**src/rtl/ebus_pkg.sv**
```systemverilog
// Shared types and helpers for the EBUS data arbiter.
package ebus_pkg;

  localparam int unsigned EBUS_NDRV    = 32;
  localparam int unsigned EBUS_WIDTH   = 36;
  localparam int unsigned EBUS_NSLICE  = 6;
  localparam int unsigned EBUS_TIMEOUT = 255;
  localparam int unsigned EBUS_CNTW    = 8;
  localparam int unsigned EBUS_IDX_W   = $clog2(EBUS_NDRV);

  typedef logic [EBUS_IDX_W-1:0] drv_idx_t;

  typedef enum logic [1:0] {
    IDLE = 2'd0,
    WAIT = 2'd1,
    DONE = 2'd2
  } tEbusWd;

  function automatic int unsigned slice_w(int unsigned width, int unsigned nslice);
    return width / nslice;
  endfunction

  // Index width that never collapses to zero bits for a single-entry range.
  function automatic int unsigned idx_w(int unsigned n);
    return (n > 1) ? $clog2(n) : 1;
  endfunction

endpackage

```
**src/rtl/ebus_slice_pick.sv**
```systemverilog
// Priority pick for one EBUS slice: lowest enabled driver wins; also reports
// whether the slice is driven, contended, and which driver lost first.
module ebus_slice_pick
  import ebus_pkg::*;
#(
  parameter int unsigned NDRV = EBUS_NDRV,
  parameter int unsigned SW   = 6,
  localparam int unsigned IW  = idx_w(NDRV)
) (
  input  logic [NDRV-1:0]    en,
  input  logic [NDRV*SW-1:0] data,
  output logic [SW-1:0]      win_data_c,
  output logic               driven_c,
  output logic               conflict_c,
  output logic [IW-1:0]      second_idx_c
);

  always_comb begin
    win_data_c   = '0;
    driven_c     = 1'b0;
    conflict_c   = 1'b0;
    second_idx_c = '0;
    for (int unsigned i = 0; i < NDRV; i++) begin
      if (en[i]) begin
        if (!driven_c) begin
          driven_c   = 1'b1;
          win_data_c = data[i*SW +: SW];
        end else if (!conflict_c) begin
          conflict_c   = 1'b1;
          second_idx_c = IW'(i);
        end
      end
    end
  end

endmodule

```
**src/rtl/ebus_mux_arb.sv**
```systemverilog
// N-driver, per-slice priority EBUS data mux with sticky contention status
// and a demand/xfer watchdog.
module ebus_mux_arb
  import ebus_pkg::*;
#(
  parameter int unsigned NDRV    = EBUS_NDRV,
  parameter int unsigned WIDTH   = EBUS_WIDTH,
  parameter int unsigned NSLICE  = EBUS_NSLICE,
  parameter int unsigned REG_OUT = 1,
  parameter int unsigned TIMEOUT = EBUS_TIMEOUT,
  parameter int unsigned CNTW    = EBUS_CNTW,
  localparam int unsigned SW     = slice_w(WIDTH, NSLICE),
  localparam int unsigned IW     = idx_w(NDRV)
) (
  input  logic                     clk,
  input  logic                     crobar_l,
  input  logic [NDRV*NSLICE-1:0]   drv_slice_en,
  input  logic [NDRV*WIDTH-1:0]    drv_data,
  input  logic                     demand,
  input  logic                     xfer,
  input  logic                     clr_status,
  output logic [WIDTH-1:0]         ebus_data,
  output logic [NSLICE-1:0]        ebus_driven,
  output logic                     conflict,
  output logic [NSLICE-1:0]        conflict_slice,
  output logic [IW-1:0]            conflict_drv,
  output logic [CNTW-1:0]          conflict_cnt,
  output logic                     timeout,
  output logic                     timeout_flag
);

  localparam int unsigned TW = idx_w(TIMEOUT);

  logic [WIDTH-1:0]  mux_data_c;
  logic [NSLICE-1:0] mux_driven_c;
  logic [NSLICE-1:0] slice_conf_c;
  logic [IW-1:0]     slice_second_c [NSLICE];
  logic              any_conf_c;
  logic [IW-1:0]     first_second_c;

  logic              conflict_q, conflict_d;
  logic [NSLICE-1:0] conflict_slice_q, conflict_slice_d;
  logic [IW-1:0]     conflict_drv_q, conflict_drv_d;
  logic [CNTW-1:0]   conflict_cnt_q, conflict_cnt_d;
  logic              timeout_q, timeout_d;
  logic              timeout_flag_q, timeout_flag_d;
  tEbusWd            wd_state_q, wd_state_d;
  logic [TW-1:0]     wd_cnt_q, wd_cnt_d;

  // Slice 0 is the most significant SW bits of the word (KL bit 0 = MSB).
  for (genvar s = 0; s < NSLICE; s++) begin : g_slice
    logic [NDRV-1:0]    en;
    logic [NDRV*SW-1:0] dat;
    logic [SW-1:0]      win;

    for (genvar i = 0; i < NDRV; i++) begin : g_drv
      assign en[i]           = drv_slice_en[i*NSLICE + s];
      assign dat[i*SW +: SW] = drv_data[i*WIDTH + (NSLICE-1-s)*SW +: SW];
    end

    ebus_slice_pick #(
      .NDRV (NDRV),
      .SW   (SW)
    ) u_pick (
      .en           (en),
      .data         (dat),
      .win_data_c   (win),
      .driven_c     (mux_driven_c[s]),
      .conflict_c   (slice_conf_c[s]),
      .second_idx_c (slice_second_c[s])
    );

    assign mux_data_c[(NSLICE-1-s)*SW +: SW] = win;
  end

  assign any_conf_c = |slice_conf_c;

  // Losing driver reported from the lowest-numbered contended slice.
  always_comb begin
    logic found;
    found          = 1'b0;
    first_second_c = '0;
    for (int unsigned s = 0; s < NSLICE; s++) begin
      if (slice_conf_c[s] && !found) begin
        found          = 1'b1;
        first_second_c = slice_second_c[s];
      end
    end
  end

  if (REG_OUT != 0) begin : g_reg_out
    logic [WIDTH-1:0]  data_q;
    logic [NSLICE-1:0] driven_q;

    always_ff @(posedge clk or negedge crobar_l) begin
      if (!crobar_l) begin
        data_q   <= '0;
        driven_q <= '0;
      end else begin
        data_q   <= mux_data_c;
        driven_q <= mux_driven_c;
      end
    end

    assign ebus_data   = data_q;
    assign ebus_driven = driven_q;
  end else begin : g_comb_out
    assign ebus_data   = mux_data_c;
    assign ebus_driven = mux_driven_c;
  end

  // Watchdog: bound the time from demand to xfer.
  always_comb begin
    wd_state_d = wd_state_q;
    wd_cnt_d   = wd_cnt_q;
    timeout_d  = 1'b0;
    unique case (wd_state_q)
      IDLE: begin
        if (demand) begin
          wd_cnt_d   = '0;
          wd_state_d = WAIT;
        end
      end
      WAIT: begin
        if (xfer) begin
          wd_state_d = DONE;
        end else if (!demand) begin
          wd_state_d = IDLE;
        end else if (wd_cnt_q == TW'(TIMEOUT - 1)) begin
          timeout_d  = 1'b1;
          wd_state_d = DONE;
        end else begin
          wd_cnt_d = wd_cnt_q + TW'(1);
        end
      end
      DONE: begin
        if (!demand) wd_state_d = IDLE;
      end
      default: wd_state_d = IDLE;
    endcase
  end

  // Sticky status; a conflict in the clear cycle is captured after the clear.
  always_comb begin
    conflict_d       = conflict_q;
    conflict_slice_d = conflict_slice_q;
    conflict_drv_d   = conflict_drv_q;
    conflict_cnt_d   = conflict_cnt_q;
    timeout_flag_d   = timeout_flag_q;
    if (clr_status) begin
      conflict_d       = 1'b0;
      conflict_slice_d = '0;
      conflict_drv_d   = '0;
      conflict_cnt_d   = '0;
      timeout_flag_d   = 1'b0;
    end
    if (any_conf_c) begin
      if (!conflict_d) conflict_drv_d = first_second_c;
      conflict_d       = 1'b1;
      conflict_slice_d = conflict_slice_d | slice_conf_c;
      if (conflict_cnt_d != '1) conflict_cnt_d = conflict_cnt_d + CNTW'(1);
    end
    if (timeout_d) timeout_flag_d = 1'b1;
  end

  always_ff @(posedge clk or negedge crobar_l) begin
    if (!crobar_l) begin
      conflict_q       <= 1'b0;
      conflict_slice_q <= '0;
      conflict_drv_q   <= '0;
      conflict_cnt_q   <= '0;
      timeout_q        <= 1'b0;
      timeout_flag_q   <= 1'b0;
      wd_state_q       <= IDLE;
      wd_cnt_q         <= '0;
    end else begin
      conflict_q       <= conflict_d;
      conflict_slice_q <= conflict_slice_d;
      conflict_drv_q   <= conflict_drv_d;
      conflict_cnt_q   <= conflict_cnt_d;
      timeout_q        <= timeout_d;
      timeout_flag_q   <= timeout_flag_d;
      wd_state_q       <= wd_state_d;
      wd_cnt_q         <= wd_cnt_d;
    end
  end

  assign conflict       = conflict_q;
  assign conflict_slice = conflict_slice_q;
  assign conflict_drv   = conflict_drv_q;
  assign conflict_cnt   = conflict_cnt_q;
  assign timeout        = timeout_q;
  assign timeout_flag   = timeout_flag_q;

endmodule

```
**config.mk**
```make
export PLATFORM = sky130hd
export DESIGN_NAME = ebus_mux_arb
export DESIGN_NICKNAME = d
export VERILOG_FILES = /design/src/rtl/ebus_pkg.sv /design/src/rtl/ebus_slice_pick.sv /design/src/rtl/ebus_mux_arb.sv
export SDC_FILE = /design/constraint.sdc
export NUM_CORES = 1
export LEC_CHECK = 0
export ABC_AREA = 1
export BUFFER_PORTS_ARGS = -buffer_cell sky130_fd_sc_hd__buf_2
export CAP_MARGIN = 20
export CORE_AREA = 2 2 557 559
export CTS_CLUSTER_SIZE = 14
export DETAILED_ROUTE_END_ITERATION = 16
export DIE_AREA = 0 0 559 561
export GPL_TIMING_DRIVEN = 0
export PLACE_DENSITY_LB_ADDON = 0.08
export SLEW_MARGIN = 10
export SYNTH_ARGS = -nofsm -noshare
export SYNTH_HDL_FRONTEND = slang
export SYNTH_HIERARCHICAL = 1
export SYNTH_SLANG_ARGS = --single-unit
export TNS_END_PERCENT = 5
```
**constraint.sdc**
```tcl
create_clock -name clk -period 3.2 [get_ports clk]
set_clock_uncertainty 0.2 [all_clocks]
set_input_delay 0.48 -clock clk [delete_from_list [all_inputs] [get_ports clk]]
set_output_delay 0.48 -clock clk [all_outputs]
set_load 0.02 [all_outputs]
```
## Yosys cells after proc, flatten, opt, wreduce, memory -nomap -nowiden

Index checks and enable logic that the tools add are counted.

- Reduce and logical (&&, ||, !) cells: 16
- Mux-type cells: 1532
- Bitwise gates (word level): 1
- Equal/unequal tests: 10
- $add $sub $neg: 2

Operator list:

| cell | count |
|---|---|
| two-way mux 5 bit | 555 |
| two-way mux 6 bit | 380 |
| two-way mux 1 bit | 583 |
| two-way mux 8 bit | 7 |
| adder 8 x 1 -> 8 bit (second input constant) | 2 |
| one-hot mux 8 bit (2 select lines) | 1 |
| two-way mux 2 bit | 5 |
| inequality test 2 bit (second input constant) | 5 |
| equality test 8 bit (second input constant) | 1 |
| inequality test 8 bit (second input constant) | 1 |
| bitwise OR 6 bit | 1 |
| one-hot mux 2 bit (3 select lines) | 1 |
| OR reduction 6 bit | 1 |
| logical AND 1 bit | 5 |
| zero test 1 bit | 5 |
| AND reduction 5 bit | 1 |
| inequality test 4 bit (second input constant) | 1 |
| nonzero test 2 bit | 2 |
| AND reduction 3 bit | 1 |
| equality test 2 x 1 -> 1 bit (second input constant) | 1 |
| equality test 2 bit (second input constant) | 1 |
| zero test 2 bit | 1 |

- Bits of input ports: 1349
- Register bits after elaboration: 74

## Depth between registers and ports, before layout

Gate-level depths: netlist of the first run.

- Word-level depth: 101
- Mapped depth: 43
- Depth with buffers taken out: 41

## Modules after synthesis

The synthesis of the first run kept the hierarchy.

By module, submodules not included:

| module | instances | cells each | area an instance (sq um) | seq. area each (sq um) |
|---|---|---|---|---|
| ebus_slice_pick (g_slice[1].u_pick ...) | 5 | 902 | 4078.9 | 0.0 |
| ebus_slice_pick (g_slice[0].u_pick) | 1 | 896 | 4164.0 | 0.0 |
| ebus_mux_arb | 1 | 314 | 2946.6 | 1851.8 |

## Worst setup path after synthesis of the first run

Ideal clock, no wire load.

- Kind: input to register
- Start: input drv_slice_en[0]
- End: register conflict_cnt_q[7], in the netlist conflict_cnt[7]
- Cell stages on the path: 38
- Path buffers: 3
- Slack: -1882 ps
- Required time: 2874 ps
- Arrival: 4756 ps
- Path through: clkbuf_1 > inv_1 > ha_1 > buf_6 > inv_4 > nor2_8 > nand4_4 > nor2_4 > nand2_2 > nor2_8 > nand3_4 > nor2_8 > nand2_4 > nor2_8 > nand3_4 > nor2_8 > nand2_2 > nor2_4 > (+2 left out) > nand2_4 > nor2_8 > nand2_2 > nor2_4 > nand2_2 > nor2_4 > nand2_2 > nor2_8 > inv_2 > nand2_2 > inv_2 > nor3_4 > nand2_1 > nor2_4 > nand3_2 > buf_2 > nand4_1 > nand3_1

- Cells in the longest elaborated chain, start to end: 65
- Elaborated cells on any way between the ends: 95
- Classes of those cells: mux: 94; reduce/logical: 1

Ends and longest elaborated chain:

| item | RTL line | RTL |
|---|---|---|
| start: declaration | ebus_mux_arb.sv:17 | `input logic [NDRV*NSLICE-1:0] drv_slice_en,` |
| two-way mux 1 bit (*) | ebus_slice_pick.sv:24 | `if (en[i]) begin` |
| two-way mux 1 bit | ebus_slice_pick.sv:25 | `if (!driven_c) begin` |
| two-way mux 1 bit | ebus_slice_pick.sv:24 |  |
| two-way mux 1 bit | ebus_slice_pick.sv:25 |  |
| two-way mux 1 bit | ebus_slice_pick.sv:24 |  |
| two-way mux 1 bit | ebus_slice_pick.sv:25 |  |
| two-way mux 1 bit | ebus_slice_pick.sv:24 |  |
| two-way mux 1 bit | ebus_slice_pick.sv:25 |  |
| (+51 left out) | n/a |  |
| two-way mux 1 bit | ebus_slice_pick.sv:25 |  |
| two-way mux 1 bit | ebus_slice_pick.sv:24 |  |
| two-way mux 1 bit | ebus_slice_pick.sv:25 |  |
| two-way mux 1 bit (*) | ebus_slice_pick.sv:24 |  |
| named net slice_conf_c[0] | ebus_mux_arb.sv:36 | `logic [NSLICE-1:0] slice_conf_c;` |
| OR reduction 6 bit (*) | ebus_mux_arb.sv:76 | `assign any_conf_c = \|slice_conf_c;` |
| two-way mux 8 bit (*) | ebus_mux_arb.sv:157 | `if (any_conf_c) begin` |
| named net conflict_cnt_d[7] | ebus_mux_arb.sv:44 | `logic [CNTW-1:0] conflict_cnt_q, conflict_cnt_d;` |
| end signal: assignment | ebus_mux_arb.sv:180 | `conflict_cnt_q <= conflict_cnt_d;` |
| end: declaration | ebus_mux_arb.sv:44 |  |

The timed path passes the listed nets; every way through them passes the cells marked *.
A chain may end at the register's enable or synchronous reset.

==> results of run 1 <==
report_power, final:
| group | switching [mW] | internal (mW) |
|---|---|---|
| sequential | 0.0511 | 1.01 |
| combinational | 2.42 | 1.33 |
| clock | 0.684 | 0.623 |
state kept, by name, indices dropped and copies added (netlist names), 2 cells and up:
signal and count:
wd_state_q 2, conflict_drv 5, wd_cnt_q 8, ebus_driven 6, conflict_slice 6, ebus_data 36
conflict_cnt 8
metal layers:
metal | track usage | share of wire
met1 | 0.1492 | 0.38
met2 | 0.2705 | 0.52
met3 | 0.04624 | 0.074
met4 | 0.02462 | 0.023
met5 | 0 | 0.0041
path summary, 6_finish.rpt:
check,start,endpoint,slack [ps]
max in group asynchronous,crobar_l,ebus_data[22],1680
min reg2reg,conflict_slice[2],conflict_slice[2],280
min in group asynchronous,crobar_l,ebus_data[11],350
max,drv_slice_en[0],conflict_drv[0],-1700
max reg2reg,wd_cnt_q[0],wd_cnt_q[0],1460
min,drv_slice_en[190],ebus_driven[4],100
tightest hold or removal path, cell delays in order:
cell and delay [ps]:
sky130_fd_sc_hd__buf_2 130, sky130_fd_sc_hd__inv_1 50, sky130_fd_sc_hd__nand2_1 50
final cells by class:
cell class,count,area [sq um],share of cell area
Multi-Input combinational cell,4206,21310,0.4941
Timing Repair Buffer,1594,8610,0.1996
Tap cell,4120,5155,0.1195
Inverter,1335,5070,0.1175
Sequential cell,74,1852,0.04293
Buffer,104,671.9,0.01558
Clock buffer,9,225.2,0.005221
Antenna cell,63,157.7,0.003655
Clock inverter,7,82.58,0.001914
repair_timing:
item,CTS,global route
pin swaps,105,179
hold buffers,2,0
resized for setup,138,286
setup endpoints to repair,62,62
hold endpoints to repair,30,0
buffers inserted,113,89
stage by stage:
step	hold WS [ps]	total power, mW	util	setup slack (ps)
after floorplan	-15.59	2.580	-	-1719
after global placement	259.7	4.836	0.1289	-3911
after detailed placement	257.1	4.827	0.1290	-3942
after CTS	23.27	6.376	0.1346	-2160
after global routing	62.79	6.782	0.1399	-2101
final	100.2	6.117	0.1402	-1697
layout by cell type (no fill, tap or decap), types with 17 or more instances in the layout:
cell                       instances
sky130_fd_sc_hd__nor2_2           33
sky130_fd_sc_hd__inv_1          1275
sky130_fd_sc_hd__buf_4           205
sky130_fd_sc_hd__inv_2            43
sky130_fd_sc_hd__nand3_2          29
sky130_fd_sc_hd__nor2_4           97
sky130_fd_sc_hd__nand4_1          76
sky130_fd_sc_hd__nand2_1        2204
sky130_fd_sc_hd__nand2_4          64
sky130_fd_sc_hd__buf_2          1389
sky130_fd_sc_hd__or2_2            43
sky130_fd_sc_hd__o21ai_0         528
sky130_fd_sc_hd__buf_6            30
sky130_fd_sc_hd__nor2_8           27
sky130_fd_sc_hd__nand3_1         413
sky130_fd_sc_hd__a21oi_1          92
sky130_fd_sc_hd__nand3_4          17
sky130_fd_sc_hd__diode_2          63
sky130_fd_sc_hd__o211ai_1         37
sky130_fd_sc_hd__o221ai_1         30
sky130_fd_sc_hd__dfrtp_1          74
sky130_fd_sc_hd__o21ai_1          33
sky130_fd_sc_hd__nor2_1          194
sky130_fd_sc_hd__nand2_2          74
sky130_fd_sc_hd__ha_1             23
sky130_fd_sc_hd__clkbuf_1         58
kinds of logic after synthesis:
family                   after synthesis  synth area share
XOR/XNOR                               3         0.0009555
flip-flops                            74           0.06732
adder cells (fa/ha/maj)               27           0.01228
buffers and inverters               1440            0.2033
AO/OA/AOI/OAI                        822            0.1652
AND/OR/NAND/NOR                     3354            0.5510
==> results_dict.tcl, run 1 <==
set metrics [dict create \
    synth.cell_area_sq_mm 0.02751 \
    post_synth_inst_count 5720 \
    synth-seq-area-share 0.06732 \
    synth_cell_types 55 \
    design.core.area_sq_mm 0.3076 \
    leakagePower_nw 24.06 \
    cp_num_buf_inv 4 \
    cts.sink_count 74 \
    final-instance-count-excl-fill 11510 \
    path_depth 35 \
    final_instance_area_sq_mm 0.04314 \
    placementRows 204 \
    yosysTopAreaCell "sky130_fd_sc_hd__nand2_1" \
    synthTopCellsByCount "sky130_fd_sc_hd__nand2_1 (2278), sky130_fd_sc_hd__inv_1 (1305), sky130_fd_sc_hd__o21ai_0 (546), sky130_fd_sc_hd__nand3_1 (444), sky130_fd_sc_hd__nor2_1 (236)" \
    grt_setup_unrepaired "yes" \
    yosys_most_used_dff "sky130_fd_sc_hd__dfrtp_1" \
    die_x_microns 559 \
    grt_start_max_net_pins 46 \
    timing.final.ws_setup_ps -1697 \
    syn-mean-instance-area_sq_um 4.809 \
    yosys_register_bits 74 \
    first_pass_iters 5 \
    crit_required_ps 3340 \
    antenna_found_initial 239 \
    initialDrtViolationCount 1629 \
    fillers 37080 \
    power_per_cell_area_mw_per_mm2 141.8 \
    number_of_global_route_vias_before_repair 41240 \
    cpLargestDelayFamily "simple AND/OR/NAND/NOR gates" \
    clockBufferDepth 2 \
    proportion_of_register_bits_with_asynchronous_set_or_reset_after_synthesis 1.000 \
    detail_route.wirelength_mm 230.5 \
    synth.net_count 7096 \
    final_nets 8700 \
    timing.critical_path.slowest_stage_cell "sky130_fd_sc_hd__nor3_4" \
    totalNegativeSetupSlack_ps -80560 \
    count_of_pins_over_their_slew_limit 0 \
    path_class "input port to register" \
    drc 0 \
    yosysMostFrequentCell "sky130_fd_sc_hd__nand2_1" \
    vias_per_cell 3.537 \
    tritoncts "yes" \
    drt.antenna.violating_nets 0 \
    clkLatencyLatePin_ps 430 \
    period_minus_slack_ps 4897 \
    cts-root-buf "sky130_fd_sc_hd__clkbuf_16" \
    outcome "finished, violations left" \
    worst_ir_drop_vdd_mv 0.2780 \
    place_inst 11230 \
    worst_slew_margin_rel 0.1259 \
    cts_inserted_buffers 9 \
    min_path_cells 3 \
    critPathCaptureType "register" \
    post_drt_wl_per_cell_microns 20.02 \
    cts_htree_levels 3 \
    areaGrowthSynthToFinish_pct 56.83 \
    dr_total_vias 40710 \
    max-cap-violations 0 \
    critPathLaunchType "input port" \
    synth-edff-count 0 \
    global_route_wire_length_before_repair_mm 314.5 \
    reg2reg_depth 9 \
    netlist_top_cells_area "sky130_fd_sc_hd__nand2_1 (31%), sky130_fd_sc_hd__inv_1 (18%), sky130_fd_sc_hd__o21ai_0 (9.9%)" \
    clock.fmax_mhz 204.2 \
    die_h_microns 561 \
    numPortBuffers 1388 \
    violated_checks "negative setup slack" \
    setup_violations 62 \
    worst-endpoint-arrival_ps 5040 \
    place.detailed.hpwl_mm 210.0 \
    design.die.area_sq_mm 0.3136 \
    timing_hold_violations_final 0 \
    ios 1413 \
    start_util 0.08943 \
    grtUsageTotal 0.1411 \
    max_stage_delay_ps 260 \
    yosys_warnings 6 \
    fin_crit_share 1.530 \
    grt-ovfl-total 0 \
    max_slew.worst_pin.slew_ps 1295 \
    clkTransAtPathRegs_ps 120 \
    globalplace.congestion 0.8860 \
    synth.top_cell.area_share 0.3109 \
    detailed_place.area_sq_mm 0.03969 \
    critical_path.max_fanout 3 \
    hold_removal_path_class "input port to register" \
    drive_gt1_frac 0.2955 \
]
Note: power is estimated with default switching activity, not from simulation.
==> run 2, diff against run 1 <==
--- a/config.mk
+++ b/config.mk
@@ -8,10 +8,10 @@
 export ABC_AREA = 1
 export BUFFER_PORTS_ARGS = -buffer_cell sky130_fd_sc_hd__buf_2
 export CAP_MARGIN = 20
-export CORE_AREA = 2 2 557 559
+export CORE_AREA = 3 3 542 544
 export CTS_CLUSTER_SIZE = 14
 export DETAILED_ROUTE_END_ITERATION = 16
-export DIE_AREA = 0 0 559 561
+export DIE_AREA = 0 0 545 547
 export GPL_TIMING_DRIVEN = 0
 export PLACE_DENSITY_LB_ADDON = 0.08
 export SLEW_MARGIN = 10
==> run 2 against run 1 <==
Against the previous run: the flow still finishes with violations (negative setup slack); largest cell class unchanged; design area rose by 1.1%; core utilization rose by 1.0 points; via count grew 0.68%; setup slack better by 33 ps; first-iteration DRC count increased by 3.0%; total power is 0.13% lower; final cell count shrank 1.4%; non-clock buffer count increased by 48.
==> results_dict.tcl, run 2 (synthesis gave the netlist of run 1 again) <==
set metrics [dict create \
    critPathLaunchType "input port" \
    cts_htree_levels 3 \
    worst-endpoint-arrival_ps 4970 \
    post-layout-total-power_mw 6.109 \
    number_of_global_route_vias_before_repair 41910 \
    final-instance-count-excl-fill 11350 \
    power_per_cell_area_mw_per_mm2 140.1 \
    cts.sink_count 74 \
    initialDrtViolationCount 1678 \
    hold_path_startpoint "drv_data[1125]" \
    grt_setup_unrepaired "yes" \
    drt.antenna.violating_nets 0 \
    first_pass_iters 6 \
    critical_path.max_fanout 6 \
    period_minus_slack_ps 4864 \
    multi_input_comb_area_sq_mm 0.02153 \
    leakagePower_nw 24.44 \
    drc 0 \
    hold_removal_path_class "input port to register" \
    worstReg2RegStart "conflict_cnt[1]" \
    count_of_pins_over_their_slew_limit 0 \
    preCtsSetupSlack_ps -3994 \
    timing.final.ws_setup_ps -1664 \
    grt_start_max_net_pins 52 \
    final_cell_mix "sky130_fd_sc_hd__nand2_1 (2169), sky130_fd_sc_hd__buf_2 (1385), sky130_fd_sc_hd__inv_1 (1262)" \
    most_common_cell_after_layout_fill_and_taps_aside "sky130_fd_sc_hd__nand2_1" \
    timing.critical_path.slowest_stage_cell "sky130_fd_sc_hd__nand4_1" \
    design.die.area_sq_mm 0.2981 \
    holdWs_ps 80.89 \
    outcome "finished, violations left" \
    globalplace.congestion 0.8618 \
    setup_violations 62 \
    cts-root-buf "sky130_fd_sc_hd__clkbuf_16" \
    design.core.area_sq_mm 0.2901 \
    path_common_cell "sky130_fd_sc_hd__nor2_4" \
    cts_inserted_buffers 9 \
    clkLatencyLatePin_ps 420 \
    die_x_microns 545 \
    grt-ovfl-total 0 \
    critPathCaptureType "register" \
    ios 1413 \
    worst_slew_margin_rel 0.3734 \
    fillers 34930 \
    dr_total_vias 40990 \
    fin_crit_share 1.520 \
    path_class "input port to register" \
    detail_route.wirelength_mm 227.5 \
    drive_gt1_frac 0.3091 \
    areaGrowthSynthToFinish_pct 58.53 \
    vias_per_cell 3.611 \
    worst_ir_drop_vdd_mv 0.2982 \
    placementRows 198 \
    tritoncts "yes" \
    die_h_microns 547 \
    start_util 0.09481 \
    max_stage_delay_ps 440 \
    post_drt_wl_per_cell_microns 20.04 \
    max-cap-violations 0 \
    place_inst 11010 \
    area.sequential_sq_mm 0.001852 \
    antenna_found_initial 240 \
    crit_required_ps 3310 \
    timing_hold_violations_final 0 \
    setup.worst_path.start "drv_slice_en[5]" \
    clkTransAtPathRegs_ps 90 \
    clockBufferDepth 2 \
    final_nets 8748 \
    global_route_wire_length_before_repair_mm 309.9 \
    flip_flop_count_of_the_largest_register_after_layout 36 \
    clock.fmax_mhz 205.6 \
    grtUsageTotal 0.1451 \
    violated_checks "negative setup slack" \
    max_slew.worst_pin.slew_ps 928.1 \
    place.detailed.hpwl_mm 205.9 \
    numPortBuffers 1388 \
]
==> run 2: area by class of cell <==
type	instances	area share
repair buffers	1644	0.2071
inverters	1335	0.1169
clock inverters	7	0.001923
clock buffers	9	0.005165
well taps	3900	0.1119
diodes	74	0.004247
plain buffers	102	0.01656
multi-input cells	4206	0.4937
flip-flops and latches	74	0.04247
==> run 2: metal layers <==
metal,up-vias,share of wire,GRT usage,routed length [microns]
met4,184,0.020,0.02737,4588
met5,-,0.0055,0,1247
li1,20930,-,-,-
met1,18300,0.38,0.1515,85350
met2,1191,0.53,0.2843,120400
met3,389,0.070,0.04151,15940
==> run 2: critical path, delay by kind of cell <==
family                     cells  cell delay [ps]
buffers and inverters          5              390
adders and majority gates      1              180
and+or+nand+nor               34             3720
AOI/OAI and AO/OA              1              180
==> run 2: through the flow <==
step / util / setup TNS, ps / area, sq um
after global placement: 0.1357 / -180870 / 39360
after global routing: 0.1499 / -89670 / 43500
after floorplan: - / -77500 / 27530
after detailed placement: 0.1359 / -170080 / 39420
final: 0.1503 / -70170 / 43600
after CTS: 0.1433 / -88200 / 41570
==> run 2: worst paths after layout <==
| path | to | slack [ps] | cells past startpoint |
|---|---|---|---|
| max in group asynchronous | ebus_driven[2] | 1750 | 3 |
| min | ebus_data[9] | 80 | 3 |
| max | conflict_drv[3] | -1660 | 41 |
| max reg2reg | conflict_cnt[0] | 1420 | 9 |
| min reg2reg | conflict_drv[3] | 270 | 2 |
| min in group asynchronous | ebus_data[10] | 300 | 2 |
==> run 2: timing repair <==
action,CTS,global route
gates resized for setup,236,309
gates cloned,1,0
setup buffers,135,114
endpoints found under the hold margin,25,0
endpoints found under the setup margin,62,62
pin swaps,121,214
hold buffers,3,0
==> run 2: power by group <==
part	leakage (nW)	total, mW	internal (mW)	switching, mW
sequential	0.888	1.06	1.01	0.0458
clock	0.149	1.28	0.621	0.656
combinational	23.4	3.77	1.35	2.42
total	24.4	6.11	2.99	3.12
==> run 3, diff against run 2 <==
--- a/config.mk
+++ b/config.mk
@@ -8,6 +8,8 @@
 export ABC_AREA = 1
 export BUFFER_PORTS_ARGS = -buffer_cell sky130_fd_sc_hd__buf_2
 export CAP_MARGIN = 20
+export CELL_PAD_IN_SITES_DETAIL_PLACEMENT = 0
+export CELL_PAD_IN_SITES_GLOBAL_PLACEMENT = 1
 export CORE_AREA = 3 3 542 544
 export CTS_CLUSTER_SIZE = 14
 export DETAILED_ROUTE_END_ITERATION = 16
==> run 3 against run 2 <==
Against the previous run: the run still ends with negative setup slack left; sequential power barely moved; clock-buffer cell count is 1 higher; design area decreased by 0.11%; setup slack better by 89 ps; combinational power decreased by 2%; final cell count about the same; die area unchanged; hold slack worse by 8.7 ps; maximum frequency increased by 1.9%; critical path type unchanged; largest power group unchanged.
==> results_dict.tcl, run 3 (synthesis gave the netlist of run 1 again) <==
set metrics [dict create \
    power_per_cell_area_mw_per_mm2 140.6 \
    clkTransAtPathRegs_ps 80 \
    outcome "finished, violations left" \
    clockBufferDepth 2 \
    cts.sink_count 74 \
    antenna_found_initial 317 \
    critPathCaptureType "register" \
    globalplace.congestion 0.8521 \
    busiest_layer "met2" \
    number_of_global_route_vias_before_repair 41640 \
    design.core.area_sq_mm 0.2901 \
    grt_setup_unrepaired "yes" \
    die_x_microns 545 \
    post-layout-total-power_mw 6.125 \
    groute.layer.met3.usage 0.05022 \
    place.detailed.hpwl_mm 215.6 \
    timing.critical_path.slowest_stage_cell "sky130_fd_sc_hd__nor3_4" \
    final_nets 8745 \
    cts-root-buf "sky130_fd_sc_hd__clkbuf_16" \
    path_common_cell "sky130_fd_sc_hd__nor2_4" \
    drive_gt1_frac 0.3032 \
    min_path_cells 3 \
    timing.final.ws_setup_ps -1575 \
    path_class "input port to register" \
    cp_num_buf_inv 9 \
    post_drt_wl_per_cell_microns 20.82 \
    fin_crit_share 1.492 \
    path_depth 38 \
    violated_checks "negative setup slack" \
    drc 0 \
    cpLargestDelayFamily "simple AND/OR/NAND/NOR gates" \
    design.die.area_sq_mm 0.2981 \
    hold_removal_path_class "input port to register" \
    detail_route.wirelength_mm 236.6 \
    grt-ovfl-total 0 \
    cts_inserted_buffers 9 \
    crit_required_ps 3380 \
    critical_path.max_fanout 7 \
    setup_violations 62 \
    flip_flop_count_of_the_largest_register_after_layout 36 \
    areaGrowthSynthToFinish_pct 58.36 \
    cts_htree_levels 3 \
    worst-endpoint-arrival_ps 4960 \
    globalRouteMet1Util 0.1561 \
    ios 1413 \
    start_util 0.09481 \
    most_common_cell_after_layout_fill_and_taps_aside "sky130_fd_sc_hd__nand2_1" \
    max_stage_delay_ps 260 \
    reg2reg_depth 9 \
    clkLatencyLatePin_ps 440 \
    leakagePower_nw 24.39 \
    grtUsageTotal 0.1516 \
    worst_ir_drop_vdd_mv 0.2779 \
    first_pass_iters 6 \
    count_of_pins_over_their_slew_limit 0 \
    initialDrtViolationCount 1527 \
    dr_total_vias 40970 \
    placementRows 198 \
    vias_per_cell 3.606 \
    drt.antenna.violating_nets 0 \
    max_slew.worst_pin.slew_ps 1074 \
    clock.fmax_mhz 209.4 \
    met2_usage 0.2952 \
    period_minus_slack_ps 4775 \
    final_cell_mix "sky130_fd_sc_hd__nand2_1 (2182), sky130_fd_sc_hd__buf_2 (1392), sky130_fd_sc_hd__inv_1 (1268)" \
    die_h_microns 547 \
    worst_slew_margin_rel 0.2748 \
    critPathLaunchType "input port" \
    post_route_core_utilization 0.1501 \
    timing_hold_violations_final 0 \
    grt_start_max_net_pins 52 \
    max-cap-violations 0 \
    global_route_wire_length_before_repair_mm 320.3 \
    numPortBuffers 1388 \
    tritoncts "yes" \
]
## run 3: cell types whose count changed in the layout (fill, tap and decap cells not counted), moves of 3 or more
cell | previous run | this run
sky130_fd_sc_hd__buf_2 | 1385 | 1392
sky130_fd_sc_hd__buf_4 | 244 | 232
sky130_fd_sc_hd__nand2_1 | 2169 | 2182
sky130_fd_sc_hd__dlygate4sd3_1 | 3 | 15
sky130_fd_sc_hd__nand2_2 | 107 | 93
sky130_fd_sc_hd__nor2_1 | 186 | 198
sky130_fd_sc_hd__o21ai_4 | 5 | 2
sky130_fd_sc_hd__diode_2 | 74 | 86
sky130_fd_sc_hd__nor2_4 | 105 | 95
sky130_fd_sc_hd__inv_1 | 1262 | 1268
sky130_fd_sc_hd__buf_6 | 38 | 31
sky130_fd_sc_hd__inv_2 | 50 | 45
## run 3: power by group
| part | switching [mW] | total [mW] | internal [mW] |
|---|---|---|---|
| sequential | 0.0393 | 1.05 | 1.01 |
| combinational | 2.35 | 3.71 | 1.36 |
| clock | 0.647 | 1.36 | 0.716 |
## run 3: metrics by stage
step	setup slack (ps)	instances	hold WS, ps	area [sq um]	setup TNS (ps)
3_3_place_gp	-4834	11010	258.5	39360	-186170
3_5_place_dp	-4797	11010	204.8	39400	-185500
6_report	-1575	11360	72.15	43560	-68720
4_1_cts	-1935	11160	2.859	41530	-90420
5_1_grt	-1904	11310	46.48	43420	-88260
2_1_floorplan	-1719	5720	-15.59	27530	-77500
## run 3: final cells by class
| cell class | count | area [sq um] |
|---|---|---|
| inverters | 1335 | 5090 |
| clock buffers | 10 | 239.0 |
| fillers | 34840 | 246500 |
| multi-input cells | 4206 | 21410 |
| clock inverters | 6 | 97.59 |
| repair buffers | 1640 | 9029 |
| plain buffers | 103 | 748.2 |
| diodes | 86 | 215.2 |
| well taps | 3900 | 4880 |
| flip-flops and latches | 74 | 1852 |
## run 3: metal layers
metal / part of all wire / wire length (microns)
met1: 0.37 / 87390
met2: 0.53 / 124300
met3: 0.076 / 17880
met4: 0.023 / 5472
met5: 0.0064 / 1506
## run 3: tightest hold or removal path, stage by stage
cell                      delay, ps
sky130_fd_sc_hd__buf_2           80
sky130_fd_sc_hd__nand2_1         40
sky130_fd_sc_hd__nand2_1         70
## run 3: what timing repair did
| item | in CTS | in global routing |
|---|---|---|
| endpoints found under the setup margin | 62 | 62 |
| hold endpoints to repair | 40 | 0 |
| hold buffers | 15 | 0 |
| buffers inserted | 114 | 119 |
| gates resized for setup | 219 | 284 |
| gates cloned | 0 | 1 |
| pin swaps | 102 | 184 |
## run 3: final timing paths
path	slack, ps	from	to
worst max-delay path	-1580	drv_slice_en[0]	conflict_drv[1]
worst min-delay path	70	drv_data[1145]	ebus_data[29]
worst max register to register	1420	conflict_cnt[1]	conflict_cnt[3]
worst min register to register	280	conflict_slice[2]	conflict_slice[2]
max in group asynchronous	1800	crobar_l	ebus_data[4]
min in group asynchronous	280	crobar_l	ebus_driven[0]
